## config.mk

```make
export PLATFORM = sky130hd
export DESIGN_NAME = fetch_ctrl
export DESIGN_NICKNAME = d
export VERILOG_FILES = /design/src/rtl/fetch_pkg.sv /design/src/rtl/pc_next.sv /design/src/rtl/fetch_ctrl.sv
export SDC_FILE = /design/constraint.sdc
export NUM_CORES = 1
export LEC_CHECK = 0
export BUFFER_PORTS_ARGS = -buffer_cell sky130_fd_sc_hd__buf_4
export CORE_AREA = 10 10 102 104
export DETAILED_ROUTE_END_ITERATION = 12
export DIE_AREA = 0 0 112 114
export HOLD_SLACK_MARGIN = 0.08
export PLACE_DENSITY = 0.83
export SYNTH_ARGS = -nofsm -noshare
export SYNTH_HDL_FRONTEND = slang
export SYNTH_SLANG_ARGS = --single-unit
```

## constraint.sdc

```tcl
create_clock -name clk -period 4.05 [get_ports clk]
set_input_delay 0.2025 -clock clk [delete_from_list [all_inputs] [get_ports clk]]
set_output_delay 0.2025 -clock clk [all_outputs]
set_load 0.02 [all_outputs]
```

## src/rtl/fetch_pkg.sv

```systemverilog
// fetch_pkg: shared FSM state type and parameter defaults for the fetch controller.
// Contents:
//   state_e      - controller state (BOOT bubble, RUN fetching, HALT idle)
//   ABITS_DEF    - default PC / instruction word width
//   RESET_PC_DEF - default word address fetched first after reset
package fetch_pkg;
    typedef enum logic [1:0] {BOOT, RUN, HALT} state_e;
    localparam int ABITS_DEF = 32;
    localparam logic [ABITS_DEF-1:0] RESET_PC_DEF = '0;
endpackage

```

## src/rtl/pc_next.sv

```systemverilog
// pc_next: combinational next-PC mux with pending-redirect bookkeeping.
// Ports:
//   run            - controller is in RUN; PC is frozen otherwise
//   halt, stall    - halt request / downstream back-pressure
//   redirect_valid - taken branch/jump, target on redirect_pc
//   pc, pend_flag, pend_pc - current registered state
//   pc_d, pend_flag_d, pend_pc_d - next-state values
//   moved          - PC advances (redirect, pending target or +1) this cycle
module pc_next import fetch_pkg::*; #(
    parameter int ABITS = ABITS_DEF
) (
    input  logic             run,
    input  logic             halt,
    input  logic             stall,
    input  logic             redirect_valid,
    input  logic [ABITS-1:0] redirect_pc,
    input  logic [ABITS-1:0] pc,
    input  logic             pend_flag,
    input  logic [ABITS-1:0] pend_pc,
    output logic [ABITS-1:0] pc_d,
    output logic             pend_flag_d,
    output logic [ABITS-1:0] pend_pc_d,
    output logic             moved
);
    logic take, redir_now, redir_hold, pend_now, step;

    always_comb begin
        take        = run && !halt;
        redir_now   = take && redirect_valid && !stall;
        redir_hold  = take && redirect_valid && stall;
        pend_now    = take && !redirect_valid && !stall && pend_flag;
        step        = take && !redirect_valid && !stall && !pend_flag;
        pc_d        = redir_now ? redirect_pc : pend_now ? pend_pc : step ? pc + 1'b1 : pc;
        // A redirect taken while stalled parks its target; a later one overwrites it,
        // and an unstalled redirect supersedes whatever was parked.
        pend_flag_d = redir_hold || (pend_flag && !redir_now && !pend_now);
        pend_pc_d   = redir_hold ? redirect_pc : pend_pc;
        moved       = redir_now || pend_now || step;
    end
endmodule

```

## src/rtl/fetch_ctrl.sv

```systemverilog
// fetch_ctrl: PC sequencer and instruction fetch controller for the stack CPU.
// Ports:
//   clk, reset                - clock, synchronous active-high reset
//   stall                     - decode/execute cannot accept an instruction
//   redirect_valid/_pc        - taken branch/jump and its word-address target
//   halt, resume              - enter / leave the HALT state
//   imem_en, imem_pc          - instruction memory enable and word address
//   imem_dout                 - instruction word (combinational read)
//   inst, inst_valid, pc_out  - instruction, valid flag and its PC to decode
//   halted                    - controller is in HALT
//   perf_fetch, perf_redirect - saturating counters, present only with FETCH_PERF_EN
module fetch_ctrl import fetch_pkg::*; #(
    parameter int               ABITS    = ABITS_DEF,
    parameter logic [ABITS-1:0] RESET_PC = RESET_PC_DEF[ABITS-1:0]
) (
    input  logic             clk,
    input  logic             reset,
    input  logic             stall,
    input  logic             redirect_valid,
    input  logic [ABITS-1:0] redirect_pc,
    input  logic             halt,
    input  logic             resume,
    output logic             imem_en,
    output logic [ABITS-1:0] imem_pc,
    input  logic [ABITS-1:0] imem_dout,
    output logic [ABITS-1:0] inst,
    output logic             inst_valid,
    output logic [ABITS-1:0] pc_out,
    output logic             halted
`ifdef FETCH_PERF_EN
    ,
    output logic [31:0]      perf_fetch,
    output logic [31:0]      perf_redirect
`endif
);
    state_e           state_q, state_d;
    logic [ABITS-1:0] pc_q, pc_d, pend_pc_q, pend_pc_d;
    logic             pend_flag_q, pend_flag_d, bubble_q, bubble_d;
    logic             run, moved;

    assign run = state_q == RUN;

    pc_next #(.ABITS(ABITS)) u_pc_next (
        .run            (run),
        .halt           (halt),
        .stall          (stall),
        .redirect_valid (redirect_valid),
        .redirect_pc    (redirect_pc),
        .pc             (pc_q),
        .pend_flag      (pend_flag_q),
        .pend_pc        (pend_pc_q),
        .pc_d           (pc_d),
        .pend_flag_d    (pend_flag_d),
        .pend_pc_d      (pend_pc_d),
        .moved          (moved)
    );

    always_comb begin
        state_d  = state_q == BOOT ? RUN :
                   (run && halt) ? HALT :
                   (state_q == HALT && resume) ? RUN : state_q;
        // The halting instruction already retired at the held PC, so the first RUN
        // cycle after resume is a bubble that lasts until the PC actually moves.
        bubble_d = (state_q == HALT && resume) || (bubble_q && !moved);
    end

    always_ff @(posedge clk) begin
        if (reset) begin
            state_q     <= BOOT;
            pc_q        <= RESET_PC;
            pend_flag_q <= 1'b0;
            pend_pc_q   <= '0;
            bubble_q    <= 1'b0;
        end else begin
            state_q     <= state_d;
            pc_q        <= pc_d;
            pend_flag_q <= pend_flag_d;
            pend_pc_q   <= pend_pc_d;
            bubble_q    <= bubble_d;
        end
    end

    assign imem_en    = run;
    assign imem_pc    = pc_q;
    assign inst       = run ? imem_dout : '0;
    assign inst_valid = run && !pend_flag_q && !bubble_q;
    assign pc_out     = pc_q;
    assign halted     = state_q == HALT;

`ifdef FETCH_PERF_EN
    logic [31:0] fetch_q, fetch_d, redir_q, redir_d;
    logic        applied;

    always_comb begin
        // A parked redirect counts once, when its target is finally loaded.
        applied = run && !halt && !stall && (redirect_valid || pend_flag_q);
        fetch_d = (inst_valid && !stall && fetch_q != '1) ? fetch_q + 32'd1 : fetch_q;
        redir_d = (applied && redir_q != '1) ? redir_q + 32'd1 : redir_q;
    end

    always_ff @(posedge clk) begin
        if (reset) begin
            fetch_q <= '0;
            redir_q <= '0;
        end else begin
            fetch_q <= fetch_d;
            redir_q <= redir_d;
        end
    end

    assign perf_fetch    = fetch_q;
    assign perf_redirect = redir_q;
`endif
endmodule

```

; Word-level counts from Yosys, hierarchy flattened
; Cells that the tools add are included.
[classes]
n_addsub = 1
n_eq_ne = 2
n_mux = 7
reduce_logical = 32
[op_table]
columns = operator, count
row1 = 32-bit two-way mux, 4
row2 = 32-bit by 1-bit adder with 32-bit output (second input constant), 1
row3 = 1-bit logical AND, 15
row4 = 1-bit logical NOT, 8
row5 = 3-bit nonzero test, 2
row6 = 1-bit logical OR, 4
row7 = 2-bit two-way mux, 2
row8 = 2-bit by 1-bit == test with 1-bit output (second input constant), 1
row9 = 2-bit == test (second input constant), 1
row10 = 2-bit logical NOT, 1
row11 = 2-bit nonzero test, 1
row12 = 2-bit OR reduction, 1
row13 = 1-bit two-way mux, 1
[word_totals]
register_bits = 68
in_bits = 70
output_inout_bits = 99
elab_cells = 48

; Logic depth before layout (Yosys ltp)
; Gate-level depths: netlist of run 1.
[logic_depth]
word_depth = 10
ltp_mapped = 7
mapped_depth_nobuf = 6

; Modules after synthesis
; A second synthesis of run 1 with hierarchy kept.
[unflattened]
cells_unflattened = 482
area_unflattened_um2 = 4126.5
[modules_own_cells]
columns = mod, instances, cells_each, area_per_inst_um2, seq_area_each_um2
row1 = fetch_ctrl, 1, 219, 2367.3, 1361.3
row2 = pc_next, 1, 263, 1759.2, 0.0

; Worst setup path after synthesis of run 1
; Ideal clock, no wire load.
[synth_path]
path_type = register to register
from = register pc_q[9], in the netlist imem_pc[9]
to = register pc_q[31], in the netlist imem_pc[31]
setup_ns = 0.122
arrival_time_ns = 2.019
required_time_ns = 3.928
path_slack_ns = 1.910
path_stages_with_launch = 8
path_buffers = 2
synth_period_minus_slack_ns = 2.140
path_cell_list = dfxtp_1 -> nand4_2 -> or4_4 -> buf_6 -> buf_6 -> nor4_1 -> nand4_1 -> o311a_1
[synth_via]
elab_chain_len = 4
[synth_lines]
columns = item, line
row1 = "start, declared", fetch_ctrl.sv:37  ; logic [ABITS-1:0] pc_q, pc_d, pend_pc_q, pend_pc_d;
row2 = "start signal, assigned", fetch_ctrl.sv:76  ; pc_q <= pc_d;
row3 = 32-bit by 1-bit adder with 32-bit output, pc_next.sv:33  ; pc_d = redir_now ? redirect_pc : pend_now ? pend_pc : step ? pc + 1'b1 : pc;
row4 = 32-bit two-way mux (3 in a row), pc_next.sv:33
; No other way between the ends. The select of a mux whose other input is x is not followed.
; A chain may end at the register's enable or synchronous reset.

; Worst setup path in the final report of run 1
[layout_path]
from = register pend_flag_q
to = register pc_q[2], in the netlist imem_pc[2]
[layout_via]
elab_chain_len = 3
word_cells_on_any_way = 6
cone_classes = mux: 2 / reduce/logical: 4
[layout_lines]
columns = item, line
row1 = "start, declared", fetch_ctrl.sv:38  ; logic pend_flag_q, pend_flag_d, bubble_q, bubble_d;
row2 = "start signal, assigned", fetch_ctrl.sv:77  ; pend_flag_q <= pend_flag_d;
row3 = 1-bit logical AND or 1-bit logical NOT (tied branches), "pc_next.sv:31, pc_next.sv:32"
row4 = 32-bit two-way mux or 1-bit logical AND (tied branches), "pc_next.sv:33, pc_next.sv:32"
row5 = 32-bit two-way mux or 3-bit nonzero test (tied branches), -
; Several ways; a longest one is shown, not always the timed one.

==> out/qor_table.md, run 1 <==
| Item | Value | Unit |
|:---|:---|:---|
| Adder-cell share of the synthesized area | 0.2936 | % |
| Clock buffers created by TritonCTS | 9 | - |
| Layout cells sized above 1 | 29.65 | % |
| Register area share after synthesis | 31.94 | % |
| CP Launch Type | flip-flop | - |
| Commonest register cell after synthesis | dfxtp_1 | - |
| Fraction of the mapped netlist area in compound gates | 23.43 | % |
| Final Routed Wirelength | 15280 | um |
| Pre-CTS worst setup slack | 1.474 | ns |
| Antenna violations before repair | 0 | - |
| CORE AREA | 8466 | um2 |
| Final clock period utilization by the worst path | 62.77 | % |
| Combinational family with the most area after synthesis | simple AND/OR/NAND/NOR gates | - |
| Worst clock skew | 0.008173 | ns |
| PortBufs | 168 | - |
| Post-synthesis mux area share | 0.7046 | % |
| Placed cell areas | 5284 | um2 |
| Commonest cells after routing, fill and taps aside | 172 x buf_4, 101 x nand2_1, 68 x dfxtp_1 | - |
| Detailed-routing iteration count for the pre-antenna-repair pass | 6 | - |
| Maximum level of the CTS H-tree | 3 | - |
| Final setup margin | 1.508 | ns |
| Total Nets Final | 755 | - |
| Routed length per placed instance | 19.20 | um |
| Die boundary height | 114 | um |
| Clock Sink Count | 68 | - |
| Post-route standard cell area excluding fillers | 5482 | um2 |
| Category of the most critical setup path | reg -> reg | - |
| Clk Tree Root Cell | clkbuf_8 | - |
| Highest net fanout along the worst path | 16 | - |
| Final Max Slew Viols | 0 | - |
| Placed instance count | 780 | - |
| Die boundary width | 112 | um |
| CTS tree | yes | - |
| Mapped Cells | 573 | - |
| Result of the run | complete, no violations | - |
| Post-layout minimum cycle time | 2.542 | ns |
| Worst vdd rail ir drop | 0.1629 | mV |
| Final standard cell count with taps included and fillers excluded | 796 | - |
| Total power draw | 1.569 | mW |
| Count of different cell masters after synthesis | 70 | - |
| Number of nets in the synthesized netlist | 644 | - |
| DRC violation total after the first TritonRoute iteration | 562 | - |
| Final global-route overflow total | 0 | - |
| ANT cells | 0 | - |
| Global-route usage over all layers | 22.84 | % |
| Post-synth design cell area | 4262 | um2 |
| Global-route wire length before repair | 24340 | um |
| Asr flop ratio synth | 0 | % |
| Most common cell after layout, fill and taps aside | buf_4 | - |
| Via count of the first global-routing pass | 4852 | - |
| Number of I/O pins | 169 | - |
| Buffer levels on the longest clock path | 2 | - |
| Count of unresolved DRC violations after routing | 0 | - |
| Vias per Instance | 6.129 | - |
| Slew at the pin closest to its max-slew limit | 1.252 | ns |
| Relative slew margins | 16.35 | % |
| CTS clk-pin slew, worst paths | 0.07 | ns |
| Number of antenna-violating nets in the routed design | 0 | - |
| Number of enable-type register cells in the synthesized netlist | 0 | - |
| Fin Setup TNS | 0 | ns |
| Worst Hold Launch | redirect_pc[31] | - |
| Leakage | 2.302 | nW |
| Area added between synthesis and finish | 28.63 | % |
| Power per unit of standard cell area | 286.2 | nW/um2 |
| Vias after detailed routing | 4879 | - |
| Setup-failing EPs final | 0 | - |
| Mean cell area of the mapped netlist | 7.437 | um2 |
| Class of the most critical hold timing path | in -> reg | - |
| Flops & latches, synth | 68 | - |
| Pin count of the biggest net entering global routing | 71 | - |
| Fraction of synthesized cell area in xor and xnor cells | 1.028 | % |
| Critical path data required time | 4.26 | ns |
| Simple-gate portion of the synthesized area | 32.30 | % |
| Critical Path Source | pend_flag_q | - |
| Syn. warnings | 0 | - |
| Setup slack on the worst flop-to-flop path | 1.51 | ns |
| CP arrival | 2.75 | ns |
| Post-DP HPWL | 10870 | um |
| Placer's final routability congestion estimate | 0.8655 | - |
| Die Outline Area | 12770 | um2 |
| Cell Rows | 34 | - |
| Critical register-to-register path startpoint | pend_flag_q | - |
| Initial Utilization | 50.34 | % |
| Achievable clock frequency | 393.3 | MHz |
| Final Hold Viols | 0 | - |
| Total of max-cap violations | 0 | - |
| Critical path capture point type | flip-flop | - |
| Setup repair after global routing missed its margin | false | - |
| Clock latency on the worst-skew pair | 0.35 | ns |
[registers in the layout, indices dropped and copies added, names as in the netlist]
| register | cells |
|---|---|
| state_q | 2 |
| pend_flag_q | 1 |
| pend_pc_q | 32 |
| imem_pc | 32 |
| bubble_q | 1 |
[synth_stat cells (3+ instances only)]
| library cell | instances | area, um2 |
|---|---|---|
| nand2b_1 | 4 | 25.02 |
| and3_1 | 9 | 56.30 |
| o221a_2 | 3 | 33.78 |
| nor2b_1 | 3 | 18.77 |
| inv_1 | 7 | 26.28 |
| and4_1 | 3 | 26.28 |
| mux2i_1 | 3 | 30.03 |
| nand4_1 | 11 | 68.82 |
| xnor2_1 | 3 | 26.28 |
| a311oi_1 | 4 | 35.03 |
| buf_1 | 4 | 15.01 |
| dfxtp_1 | 68 | 1361 |
| a21oi_1 | 62 | 310.3 |
| nand4_2 | 3 | 37.54 |
| o21a_1 | 3 | 22.52 |
| buf_4 | 32 | 240.2 |
| a221oi_1 | 3 | 26.28 |
| buf_2 | 3 | 15.01 |
| nand2_1 | 101 | 379.1 |
| nand3b_1 | 6 | 45.04 |
| nor3_1 | 13 | 65.06 |
| nor2_1 | 38 | 142.6 |
| o21ai_0 | 26 | 130.1 |
| nand3_1 | 8 | 40.04 |
| nor4_1 | 7 | 43.79 |
| a31oi_1 | 7 | 43.79 |
| o22ai_1 | 7 | 43.79 |
| o211ai_1 | 5 | 37.54 |
| clkbuf_1 | 32 | 120.1 |
| and2_1 | 36 | 225.2 |
| o21bai_1 | 3 | 22.52 |
| a211oi_1 | 8 | 60.06 |
[power by group]
group	internal [mW]	switching (mW)	total, mW
clock network	0.286	0.259	0.545
logic	0.140	0.176	0.316
registers	0.684	0.0241	0.708
[through the flow]
step,hold slack (ns),utilization [%]
2_1_floorplan,0.2981,-
6_report,0.1042,64.75
5_1_grt,0.1086,64.75
3_3_place_gp,0.4360,62.42
3_5_place_dp,0.4451,62.42
4_1_cts,0.1001,64.75
[per-layer routing]
layer,up-vias,GRT usage (%),wire length (um)
li1,2242,-,-
met5,-,0,0
met1,2286,25.61,5729
met4,0,10.66,378
met3,34,8.346,1954
met2,317,37.96,7221
[repair_timing]
action                    CTS  global route
buffers inserted            0             0
resized for setup           0             0
hold endpoints to repair    1             0
hold buffers                1             0
[final cells by class]
type                    instances  area, um2
multi-input cells             425       2470
inverters                       7      26.28
repair buffers                173       1301
well taps                     108      135.1
clock buffers                  14      182.7
flip-flops and latches         68       1361
fillers                       719       2984
clock inverters                 1      5.005
[critical path, cell delays in order, from the launching register on]
cell	delay, ns
dfxtp_1	0.72
nand2b_1	0.54
nor2_1	0.52
nor2_1	0.10
a2111oi_0	0.41
nor3_1	0.10
[cell families after synthesis]
family	after synthesis
and+or+nand+nor	260
buffers and inverters	80
adders and majority gates	1
muxes	3
AOI/OAI and AO/OA	156
xor gates and xnor gates	5
DFF	68
[final timing paths]
check                                      to  cells after the start
worst min register to register   pend_pc_q[6]                      2
worst max-delay path               imem_pc[2]                      5
worst max register to register     imem_pc[2]                      5
worst min-delay path            pend_pc_q[31]                      3
(Power assumes the default switching activity.)
==> inputs of run 2 (changes only) <==
Settings changed: CORE_AREA 10 10 102 104 to 10 10 105 107, DIE_AREA 0 0 112 114 to 0 0 115 117, PLACE_DENSITY 0.83 to 0.79.
Clock period 4.05 ns to 2.5 ns, I/O delays scaled along.
==> run 2 against run 1 <==
Power is 75% higher. Non-clock buffer count is 52 higher. Global-route usage is 0.77 points higher. Hold slack better by 0.18 ns. Cell count is 7.0% higher. First-iteration DRC count is 4.3% higher. Sequential share of layout area is 2.1 points lower. Core utilization is 1.6 points higher. Critical endpoint is now imem_pc[30]. Highest routed layer unchanged.
==> out/qor_table.md, run 2 (same netlist as run 1, synthesis figures left out) <==
| Item | Value | Unit |
|:---|:---|:---|
| CP cell instances | nand4_2 -> or4_4 -> or3_4 -> nor3_1 -> nor4_2 | - |
| Relative slew margins | 37.39 | % |
| Number of I/O pins | 169 | - |
| Final clock period utilization by the worst path | 90.82 | % |
| Slew at the pin closest to its max-slew limit | 0.9294 | ns |
| Vias after detailed routing | 5028 | - |
| Vias per Instance | 5.901 | - |
| Result of the run | complete, no violations | - |
| Post-CTS Setup Bufs | 0 | - |
| Global-route wire length before repair | 25920 | um |
| Layout cells sized above 1 | 30.23 | % |
| Number of antenna-violating nets in the routed design | 0 | - |
| Total Nets Final | 807 | - |
| Pin count of the biggest net entering global routing | 71 | - |
| Clock latency on the worst-skew pair | 0.37 | ns |
| Post-layout minimum cycle time | 2.271 | ns |
| Cell with the biggest individual delay on the critical path | or4_4 | - |
| Die boundary width | 115 | um |
| Clock Sink Count | 68 | - |
| Post-layout utilization of the core | 66.37 | % |
| Clock buffers created by TritonCTS | 9 | - |
| ANT cells | 0 | - |
| Worst vdd rail ir drop | 0.3104 | mV |
| Setup-failing EPs final | 0 | - |
| Fin Setup TNS | 0 | ns |
| Depth of the most critical reg-to-reg path | 5 | - |
| Worst hold slack across all endpoints | 0.2853 | ns |
| Final global-route overflow total | 0 | - |
| Detailed-routing iteration count for the pre-antenna-repair pass | 5 | - |
| Initial Utilization | 47.24 | % |
| Critical path capture point type | flip-flop | - |
| Largest stage delay on the critical path | 0.67 | ns |
| Die Outline Area | 13460 | um2 |
| Routed length per placed instance | 19.21 | um |
| CP arrival | 2.49 | ns |
| Critical register-to-register path startpoint | imem_pc[9] | - |
| Category of the most critical setup path | reg -> reg | - |
| Maximum level of the CTS H-tree | 3 | - |
| Commonest cells after routing, fill and taps aside | 191 x buf_4, 101 x nand2_1, 68 x dfxtp_1 | - |
| DRC violation total after the first TritonRoute iteration | 586 | - |
| Post-DP HPWL | 11810 | um |
| Class of the most critical hold timing path | in -> reg | - |
| Area added between synthesis and finish | 40.49 | % |
| Placer's final routability congestion estimate | 0.8945 | - |
| Worst clock skew | 0.01189 | ns |
| Final Routed Wirelength | 16360 | um |
| Clk Tree Root Cell | clkbuf_8 | - |
| CP Launch Type | flip-flop | - |
| CTS clk-pin slew, worst paths | 0.08 | ns |
| Final Max Slew Viols | 0 | - |
| Worst hold path cell count | 3 | - |
| PortBufs | 168 | - |
| Final Hold Viols | 0 | - |
| Global-route usage over all layers | 23.62 | % |
| CORE AREA | 9021 | um2 |
| Most common cell after layout, fill and taps aside | buf_4 | - |
| Setup repair after global routing missed its margin | false | - |
| CTS tree | yes | - |
| Highest net fanout along the worst path | 17 | - |
| Critical path data required time | 2.72 | ns |
| Power per unit of standard cell area | 459.0 | nW/um2 |
| Count of unresolved DRC violations after routing | 0 | - |
| Quantity of gates resized following cts | 0 | - |
| Total of max-cap violations | 0 | - |
| Reg-to-reg critical path endpoint | imem_pc[30] | - |
| Achievable clock frequency | 440.4 | MHz |
| Buffer levels on the longest clock path | 2 | - |
| Leakage | 2.550 | nW |
| Die boundary height | 117 | um |
| Cell Rows | 35 | - |
| Worst Hold Launch | redirect_valid | - |
| Setup slack on the worst flop-to-flop path | 0.23 | ns |
| End of the worst hold path | imem_pc[5] | - |
| Antenna violations before repair | 0 | - |
| Via count of the first global-routing pass | 5028 | - |
run 2: changes by cell type in the layout (fill, tap and decap cells not counted):
cell,delta
buf_4,+19
bufinv_16,+2
clkbuf_8,-3
clkinv_2,+2
dlygate4sd3_1,+33
run 2: how the worst max path moves through the flow:
stage,start,slack (ns),end
6_report,imem_pc[9],0.23,imem_pc[30]
5_1_grt,halt,0.11,imem_pc[2]
4_1_cts,imem_pc[9],0.25,imem_pc[30]
2_1_floorplan,imem_pc[9],0.36,imem_pc[31]
3_5_place_dp,imem_pc[9],0.27,imem_pc[30]
3_3_place_gp,imem_pc[9],0.34,imem_pc[30]
run 2: layout make-up:
cell class	instances	area, um2
Clock buffer	11	141.4
Sequential cell	68	1361
Multi-Input combinational cell	425	2470
Timing Repair Buffer	225	1774
Clock inverter	5	75.07
Inverter	7	26.28
Fill cell	784	3034
Tap cell	111	138.9
run 2: timing repair:
item / CTS / global route
hold buffers: 34 / 0
endpoints found under the hold margin: 36 / 0
setup endpoints to repair: 0 / 0
run 2: report_power, final:
group | total (mW) | switching (mW) | internal (mW)
sequential | 1.14 | 0.0327 | 1.11
combinational | 0.579 | 0.307 | 0.271
clock | 1.03 | 0.445 | 0.584
total | 2.75 | 0.785 | 1.96
run 2: critical path: cells and delay by family (launching register included):
kind / cells / cell delay, ns
AND/OR/NAND/NOR: 5 / 1.64
flip-flops: 1 / 0.49
run 2: stage by stage:
| stage | power [mW] | instances | setup slack [ns] | area, um2 |
|---|---|---|---|---|
| 2_1_floorplan | 1.443 | 573 | 0.3597 | 4262 |
| 3_3_place_gp | 1.685 | 802 | 0.3358 | 5430 |
| 3_5_place_dp | 1.696 | 802 | 0.2683 | 5430 |
| 4_1_cts | 2.748 | 852 | 0.2532 | 5987 |
| 5_1_grt | 2.846 | 852 | 0.1135 | 5987 |
| 6_report | 2.748 | 852 | 0.2295 | 5987 |
run 2: layer usage:
layer	vias up	part of all wire (%)	global-route usage, %
met5	-	0	0
met2	321	48	40.05
met4	0	2.6	9.983
met1	2316	39	27.23
met3	36	10	6.728
li1	2355	-	-
